===== config.mk =====
export PLATFORM = sky130hd
export DESIGN_NAME = fetch_unit
export DESIGN_NICKNAME = d
export VERILOG_FILES = /design/src/rtl/fetch_unit.sv
export SDC_FILE = /design/constraint.sdc
export NUM_CORES = 1
export LEC_CHECK = 0
export CORE_AREA = 2 2 147 149
export DETAILED_ROUTE_END_ITERATION = 8
export DIE_AREA = 0 0 149 151
export GPL_TIMING_DRIVEN = 0
export PLACE_DENSITY = 0.8
export SYNTH_ARGS = -nofsm -noshare
export SYNTH_HDL_FRONTEND = slang
export SYNTH_SLANG_ARGS = --single-unit

===== constraint.sdc =====
create_clock -name clk -period 3.2 [get_ports clk]
set_clock_uncertainty 0.15 [all_clocks]
set_input_delay 0.64 -clock clk [delete_from_list [all_inputs] [get_ports clk]]
set_output_delay 0.64 -clock clk [all_outputs]
set_load 0.005 [all_outputs]

===== src/rtl/fetch_unit.sv =====
// Instruction-fetch stage: PC register, branch/jump target generation and the IF/ID
// pipeline register, with redirect > stall > sequential-fetch priority.
module fetch_unit #(
  parameter logic [31:0] RESET_PC = 32'h0000_0000,
  parameter int unsigned CNT_W    = 16
) (
  input  logic             clk,
  input  logic             rst_n,
  input  logic             stall,
  input  logic             br_taken,
  input  logic [31:0]      br_pc4,
  input  logic [15:0]      br_off,
  input  logic             jmp,
  input  logic [31:0]      jmp_pc4,
  input  logic [25:0]      jmp_adr,
  input  logic             jr,
  input  logic [31:0]      jr_addr,
  input  logic [31:0]      inst_in,
  output logic [31:0]      pc_out,
  output logic [31:0]      inst_id,
  output logic [31:0]      pc4_id,
  output logic             valid_id,
  output logic             misalign,
  output logic [CNT_W-1:0] fetch_cnt
);

  logic [31:0]      pc_q, pc_d;
  logic [31:0]      inst_q, inst_d;
  logic [31:0]      pc4_q, pc4_d;
  logic             valid_q, valid_d;
  logic             mis_q, mis_d;
  logic [CNT_W-1:0] cnt_q, cnt_d;

  logic [31:0] pc_plus4;
  logic [31:0] br_tgt;
  logic [31:0] j_tgt;
  logic [31:0] tgt;
  logic        redirect;

  always_comb begin
    pc_plus4 = pc_q + 32'd4;
    br_tgt   = br_pc4 + {{14{br_off[15]}}, br_off, 2'b00};
    j_tgt    = {jmp_pc4[31:28], jmp_adr, 2'b00};
    redirect = jr | jmp | br_taken;
    if (jr) begin
      tgt = jr_addr;
    end else if (jmp) begin
      tgt = j_tgt;
    end else begin
      tgt = br_tgt;
    end

    pc_d    = pc_q;
    inst_d  = inst_q;
    pc4_d   = pc4_q;
    valid_d = valid_q;
    mis_d   = mis_q;
    cnt_d   = cnt_q;

    if (redirect) begin
      // Unaligned targets are loaded as-is; only the sticky flag records them.
      pc_d    = tgt;
      inst_d  = 32'h0;
      pc4_d   = 32'h0;
      valid_d = 1'b0;
      if (tgt[1:0] != 2'b00) begin
        mis_d = 1'b1;
      end
    end else if (!stall) begin
      pc_d    = pc_plus4;
      inst_d  = inst_in;
      pc4_d   = pc_plus4;
      valid_d = 1'b1;
      cnt_d   = cnt_q + CNT_W'(1);
    end
  end

  always_ff @(posedge clk) begin
    if (!rst_n) begin
      pc_q    <= RESET_PC;
      inst_q  <= 32'h0;
      pc4_q   <= 32'h0;
      valid_q <= 1'b0;
      mis_q   <= 1'b0;
      cnt_q   <= '0;
    end else begin
      pc_q    <= pc_d;
      inst_q  <= inst_d;
      pc4_q   <= pc4_d;
      valid_q <= valid_d;
      mis_q   <= mis_d;
      cnt_q   <= cnt_d;
    end
  end

  assign pc_out    = pc_q;
  assign inst_id   = inst_q;
  assign pc4_id    = pc4_q;
  assign valid_id  = valid_q;
  assign misalign  = mis_q;
  assign fetch_cnt = cnt_q;

endmodule


==> results of run 1 <==
-- final cells by class --
type,instances,area share [%]
Multi-Input combinational cell,730,43.2
Timing Repair Buffer,284,24.8
Sequential cell,114,20.2
Clock buffer,22,4.19
Tap cell,275,3.04
Buffer,61,2.83
Clock inverter,9,1.15
Inverter,18,0.631
Antenna cell,1,0.0221
-- through the flow --
stage,total power [mW],instance area (um2),hold WS [ps],instances,util [%]
after floorplan,2.10,7250,297,923,-
after global placement,2.57,10200,289,1457,48.9
after detailed placement,2.58,10200,297,1457,48.9
after CTS,4.56,10900,305,1495,52.5
after global routing,4.81,11300,335,1513,54.3
final,4.63,11300,301,1514,54.3
-- timing repair --
| action | CTS | global route |
|---|---|---|
| pin swaps | 23 | 28 |
| setup endpoints to repair | 12 | 12 |
| buffers inserted | 7 | 18 |
| resized for setup | 30 | 56 |
-- cell families (layout without fill, tap and decap cells) --
kind of cell,count (synthesis),in the layout,synth area share (%)
AOI/OAI and AO/OA,253,253,22.8
xor gates and xnor gates,72,72,8.70
and+or+nand+nor,334,334,21.2
adders and majority gates,32,32,5.63
DFF,114,114,31.5
muxes,39,39,5.39
buffers and inverters,79,394,4.83
other,0,1,0
-- placed cells by master (no fill, tap or decap), types with 5 or more instances in the layout --
master and n:
buf_2 5, buf_1 11, nor2_1 150, a31oi_1 7
a21oi_2 5, inv_1 16, nand4_1 17, a211oi_1 13
buf_6 7, buf_4 32, clkdlybuf4s50_1 243, dlymetal6s2s_1 11
nor2b_1 6, xnor2_1 33, nand2_1 63, or2_2 5
xor2_1 38, dfxtp_1 114, ha_1 21, mux2i_1 39
and3_1 11, o21ai_0 47, clkbuf_1 33, a21o_1 11
a21oi_1 88, nand3_1 21, o211ai_1 13, nor3_1 20
clkbuf_16 17, a22oi_1 5, o22ai_1 8, ha_4 7
or3_1 12
-- worst max-delay path: cells and delay by family --
| family | cells | cell delay, ps |
|---|---|---|
| simple gates | 1 | 330 |
| fa+ha+maj | 1 | 310 |
| compound gates | 7 | 1310 |
| mux | 1 | 240 |
| buf+inv | 2 | 550 |
-- sequential cells by signal (all words and copies together), names as in the netlist --
signal,flops
inst_id,32
pc4_id,32
pc_out,32
fetch_cnt,16
misalign,1
valid_id,1
-- final timing paths --
path | end | slack, ps | cells past startpoint
worst max-delay path | pc_out[17]$_SDFFE_PN0N_ | 5 | 12
worst min-delay path | valid_id$_SDFFE_PP0N_ | 300 | 2
worst max register to register | pc_out[28]$_SDFFE_PN0N_ | 220 | 9
worst min register to register | valid_id$_SDFFE_PP0N_ | 300 | 2
-- routing by layer --
layer  GRT usage, %  share of wire (%)  vias to the layer above
li1               -                  -                     3903
met1           30.0                 41                     3737
met2           40.8                 48                      371
met3           3.98                8.1                       54
met4           8.76                2.9                        0
met5              0                  0                        -
-- report_power, final --
group | leakage (nW) | internal [mW] | switching (mW)
registers | 0.928 | 1.47 | 0.0609
clock network | 0.296 | 1.28 | 0.665
logic | 3.12 | 0.588 | 0.572
==> impl_metrics.tcl, run 1 <==
set metrics [dict create \
    worst_pin_slew_ps 711 \
    multi_input_area_um2 4880 \
    netlist_instances 923 \
    antenna_found_initial 0 \
    syn2layout_area_growth_pct 56.0 \
    setup_ws_ps 5.17 \
    cts.clk_slew.worst_paths_ps 50 \
    via_per_inst 5.33 \
    routedWlPerCell_um 18.6 \
    cts_max_level 4 \
    overflow 0 \
    drc 0 \
    yosys_warnings 0 \
    fin_crit_ps 3190 \
    finalHoldViolCount 0 \
    yosysSeqAreaShare_pct 31.5 \
    grt_max_degree 17 \
    ys_top_cells_by_count "nor2_1 (151), dfxtp_1 (114), a21oi_1 (92)" \
    grt_pass1_vias 7639 \
    regArea_um2 2280 \
    fp.dieH_um 151 \
    relSlewSlack_pct 52.6 \
    ys_async_sr_fraction_pct 0 \
    path_cells "clkdlybuf4s50_1 > ha_1 > buf_6 > a21o_4 > a31o_4 > a21oi_4 > a21oi_2 > or2_2 > a21oi_1 > mux2i_1 > o221ai_1 > a21oi_1" \
    cts_buffers 17 \
    dp_slack_ps -1160 \
    max-vdd-ir-drop_v 0.000352 \
    row_count 53 \
    finalSetupViolations 0 \
    synth-edff-count 0 \
    core_um2 20800 \
    p_per_area_nw_per_um2 410 \
    cp-end-kind "flip-flop" \
    die_w_um 149 \
    synth.top_cell.area_share_pct 31.5 \
    hpwl_mm 22.3 \
    power_leakage_nw 4.35 \
    required_ps 3390 \
    clk-insertion-delay-late_ps 410 \
    fillCellCount 1907 \
    drv_slew 0 \
    cts_max_path_buffers 2 \
    ctsHoldBuffers 0 \
    synthesis.nets 1131 \
    synthesis.area_um2 7250 \
    wl_mm 28.1 \
    die_area_um2 22500 \
    drive_gt1_share_pct 10.8 \
    ioPinCount 290 \
    grt_pass1_wl_mm 41.5 \
    crit_path_start_kind "primary input" \
    yosysMostFrequentCell "nor2_1" \
    fin_tns_setup_ps 0 \
    crit_start "br_off[7]" \
    cp_max_fo 6 \
    nNetsFinal 1434 \
    drt-pass1-iter-count 5 \
    start_util_pct 34.8 \
    synth_area_leader_cell "dfxtp_1" \
    cts_tree "built" \
    dr.first_iter.drc_count 506 \
    max_stage_delay_ps 410 \
    worstSetupPathType "in2reg" \
    outcome "finished clean" \
    cp_slowest_cell "clkdlybuf4s50_1" \
    hp-class "reg2reg" \
    gp_congestion 0.914 \
    vias 8065 \
    min_from "valid_id$_SDFFE_PP0N_" \
    grt_util_all_layers_pct 23.8 \
    ys.flop_type "dfxtp_1" \
    drv_cap 0 \
    fmax_ghz 0.313 \
    yosys-top-cells-area "dfxtp_1 (31%), nor2_1 (7.8%), a21oi_1 (6.4%), mux2i_1 (5.4%), ha_1 (5.4%)" \
    numPortBuffers 259 \
    crit_top_cell "a21oi_1" \
    cts_sinks 114 \
    fin_crit_sh_pct 99.8 \
    ys_ff_latch 114 \
    syn-mean-instance-area_um2 7.85 \
    r2r_start "pc_out[2]$_SDFFE_PN0N_" \
    ant_nets 0 \
    crit_arrival_ps 3380 \
    ys_types 72 \
    root_buffer "clkbuf_16" \
]
Power figures use the tool's default switching activity.
==> run 2, diff against run 1 <==
- CELL_PAD_IN_SITES_DETAIL_PLACEMENT: unset -> 1
- CELL_PAD_IN_SITES_GLOBAL_PLACEMENT: unset -> 2
- CORE_AREA: 2 2 147 149 -> 2 2 185 187
- DIE_AREA: 0 0 149 151 -> 0 0 187 189
- PLACE_DENSITY: 0.8 -> 0.89
==> run 2 against run 1 <==
Compared with the run above: highest routed layer is now met5; combinational power barely moved; clock power rose by 3%; worst setup slack gained 64 ps; non-clock buffer count shrank 4; cell count is 11% higher; utilization shrank 20 points; critical path depth unchanged; sequential power about the same; maximum frequency rose by 2.0%; sequential share of layout area shrank 0.33 points; worst hold slack better by 5.8 ps; die area grew 57%.
==> impl_metrics.tcl, run 2 (synthesized netlist as in run 1, its figures left out) <==
set metrics [dict create \
    overflow 0 \
    max-vdd-ir-drop_v 0.000375 \
    cts_tree "built" \
    seq_power_share_pct 32.5 \
    cp_slowest_cell "clkdlybuf4s50_1" \
    grt_max_degree 17 \
    path_cells "clkdlybuf4s50_1 > ha_4 > a211oi_2 > o211ai_1 > a21o_1 > nor3b_2 > o31ai_4 > o21ai_2 > buf_4 > a31oi_2 > xor2_2 > o31ai_2" \
    cts_buffers 17 \
    worst_pin_slew_ps 806 \
    start_util_pct 21.8 \
    grt_pass1_vias 8121 \
    via_per_inst 4.80 \
    fin_crit_sh_pct 97.8 \
    drc 0 \
    p_sw_share_pct 28.9 \
    crit_path_start_kind "primary input" \
    worstSetupPathType "in2reg" \
    fin_crit_ps 3130 \
    finalSetupViolations 0 \
    nNetsFinal 1430 \
    fillCellCount 3956 \
    die_w_um 187 \
    core_um2 33300 \
    power_leakage_nw 4.40 \
    drt-pass1-iter-count 5 \
    wl_mm 33.7 \
    hpwl_mm 27.0 \
    ant_nets 0 \
    root_buffer "clkbuf_16" \
    fp.dieH_um 189 \
    max_stage_delay_ps 510 \
    cts_sinks 114 \
    path_buf_inv 2 \
    syn2layout_area_growth_pct 58.6 \
    row_count 67 \
    vias 8100 \
    die_area_um2 35300 \
    grt_setup_unrepaired "yes" \
    cp_max_fo 7 \
    cts.clk_slew.worst_paths_ps 60 \
    dr.first_iter.drc_count 408 \
    drv_slew 0 \
    required_ps 3370 \
    gp_congestion 0.881 \
    clk-insertion-delay-late_ps 430 \
    cp-end-kind "flip-flop" \
    power_frac_clock_pct 42.3 \
    critPathTopFamily "compound AO/OA/AOI/OAI gates" \
    fin_tns_setup_ps 0 \
    place_area_um2 10400 \
    numPortBuffers 259 \
    hp-class "reg2reg" \
    internal-power_mw 3.34 \
    crit_arrival_ps 3300 \
    p_per_area_nw_per_um2 409 \
    cts_max_level 4 \
    switching_power_mw 1.36 \
    final_common_cell "clkdlybuf4s50_1" \
    outcome "finished clean" \
    cts_max_path_buffers 2 \
    combinationalPowerShare_pct 25.2 \
    grt_pass1_wl_mm 49.4 \
    finalHoldViolCount 0 \
    final_area_um2 11500 \
    fmax_ghz 0.319 \
    grt_util_all_layers_pct 18.4 \
    final_cell_mix "clkdlybuf4s50_1 (239), nor2_1 (151), dfxtp_1 (114)" \
    ioPinCount 290 \
    antenna_found_initial 3 \
    relSlewSlack_pct 45.7 \
    drive_gt1_share_pct 10.7 \
    routedWlPerCell_um 20.0 \
    drv_cap 0 \
]
-- run 2: per-layer routing --
metal	up-vias	track usage [%]	routed length [um]
li1	3886	-	-
met2	277	30.8	15900
met3	53	3.41	1740
met1	3882	23.1	15000
met5	-	0	13
met4	2	7.78	1060
-- run 2: cell type report --
cell class              instances  area (um2)  area share [%]
repair buffers                280        2790            24.3
diodes                          3        7.51          0.0653
multi-input cells             730        4850            42.2
clock buffers                  22         484            4.21
inverters                      18        71.3           0.620
well taps                     448         561            4.88
flip-flops and latches        114        2280            19.9
clock inverters                10         130            1.13
plain buffers                  61         318            2.76
-- run 2: metrics by stage --
stage	hold slack, ps	total power, mW	instances	worst slack [ps]	utilization (%)
6_report	307	4.70	1686	69.3	34.5
5_1_grt	346	4.90	1685	-28.7	34.5
4_1_cts	311	4.66	1666	3.05	33.3
3_5_place_dp	303	2.63	1630	-1140	31.2
3_3_place_gp	295	2.61	1630	-1090	31.2
2_1_floorplan	297	2.10	923	61.7	-
-- run 2: repair_timing --
item                       CTS  global route
hold buffers                 0             0
setup endpoints to repair   14            13
setup buffers                4            17
pin swaps                   17            33
resized for setup           23            64
-- run 2: worst paths after layout --
| check | start | end | slack (ps) | depth (start not counted) |
|---|---|---|---|---|
| worst max-delay path | br_pc4[12] | pc_out[29]$_SDFFE_PN0N_ | 70 | 12 |
| worst min-delay path | valid_id$_SDFFE_PP0N_ | valid_id$_SDFFE_PP0N_ | 310 | 2 |
| worst max register to register | pc_out[2]$_SDFFE_PN0N_ | pc_out[24]$_SDFFE_PN0N_ | 300 | 10 |
| worst min register to register | valid_id$_SDFFE_PP0N_ | valid_id$_SDFFE_PP0N_ | 310 | 2 |
-- run 2: power groups by stage --
stage	registers [mW]	clock network, mW	logic (mW)
floorplan	1.55	0	0.553
global placement	1.56	0	1.05
detailed placement	1.56	0	1.07
global route	1.54	2.09	1.27
CTS	1.53	2.04	1.10
finish	1.53	1.99	1.19
-- run 2: tightest hold or removal path: stages, from the launching register on --
cell and delay (ps):
dfxtp_1 310, inv_1 50, a21oi_1 50
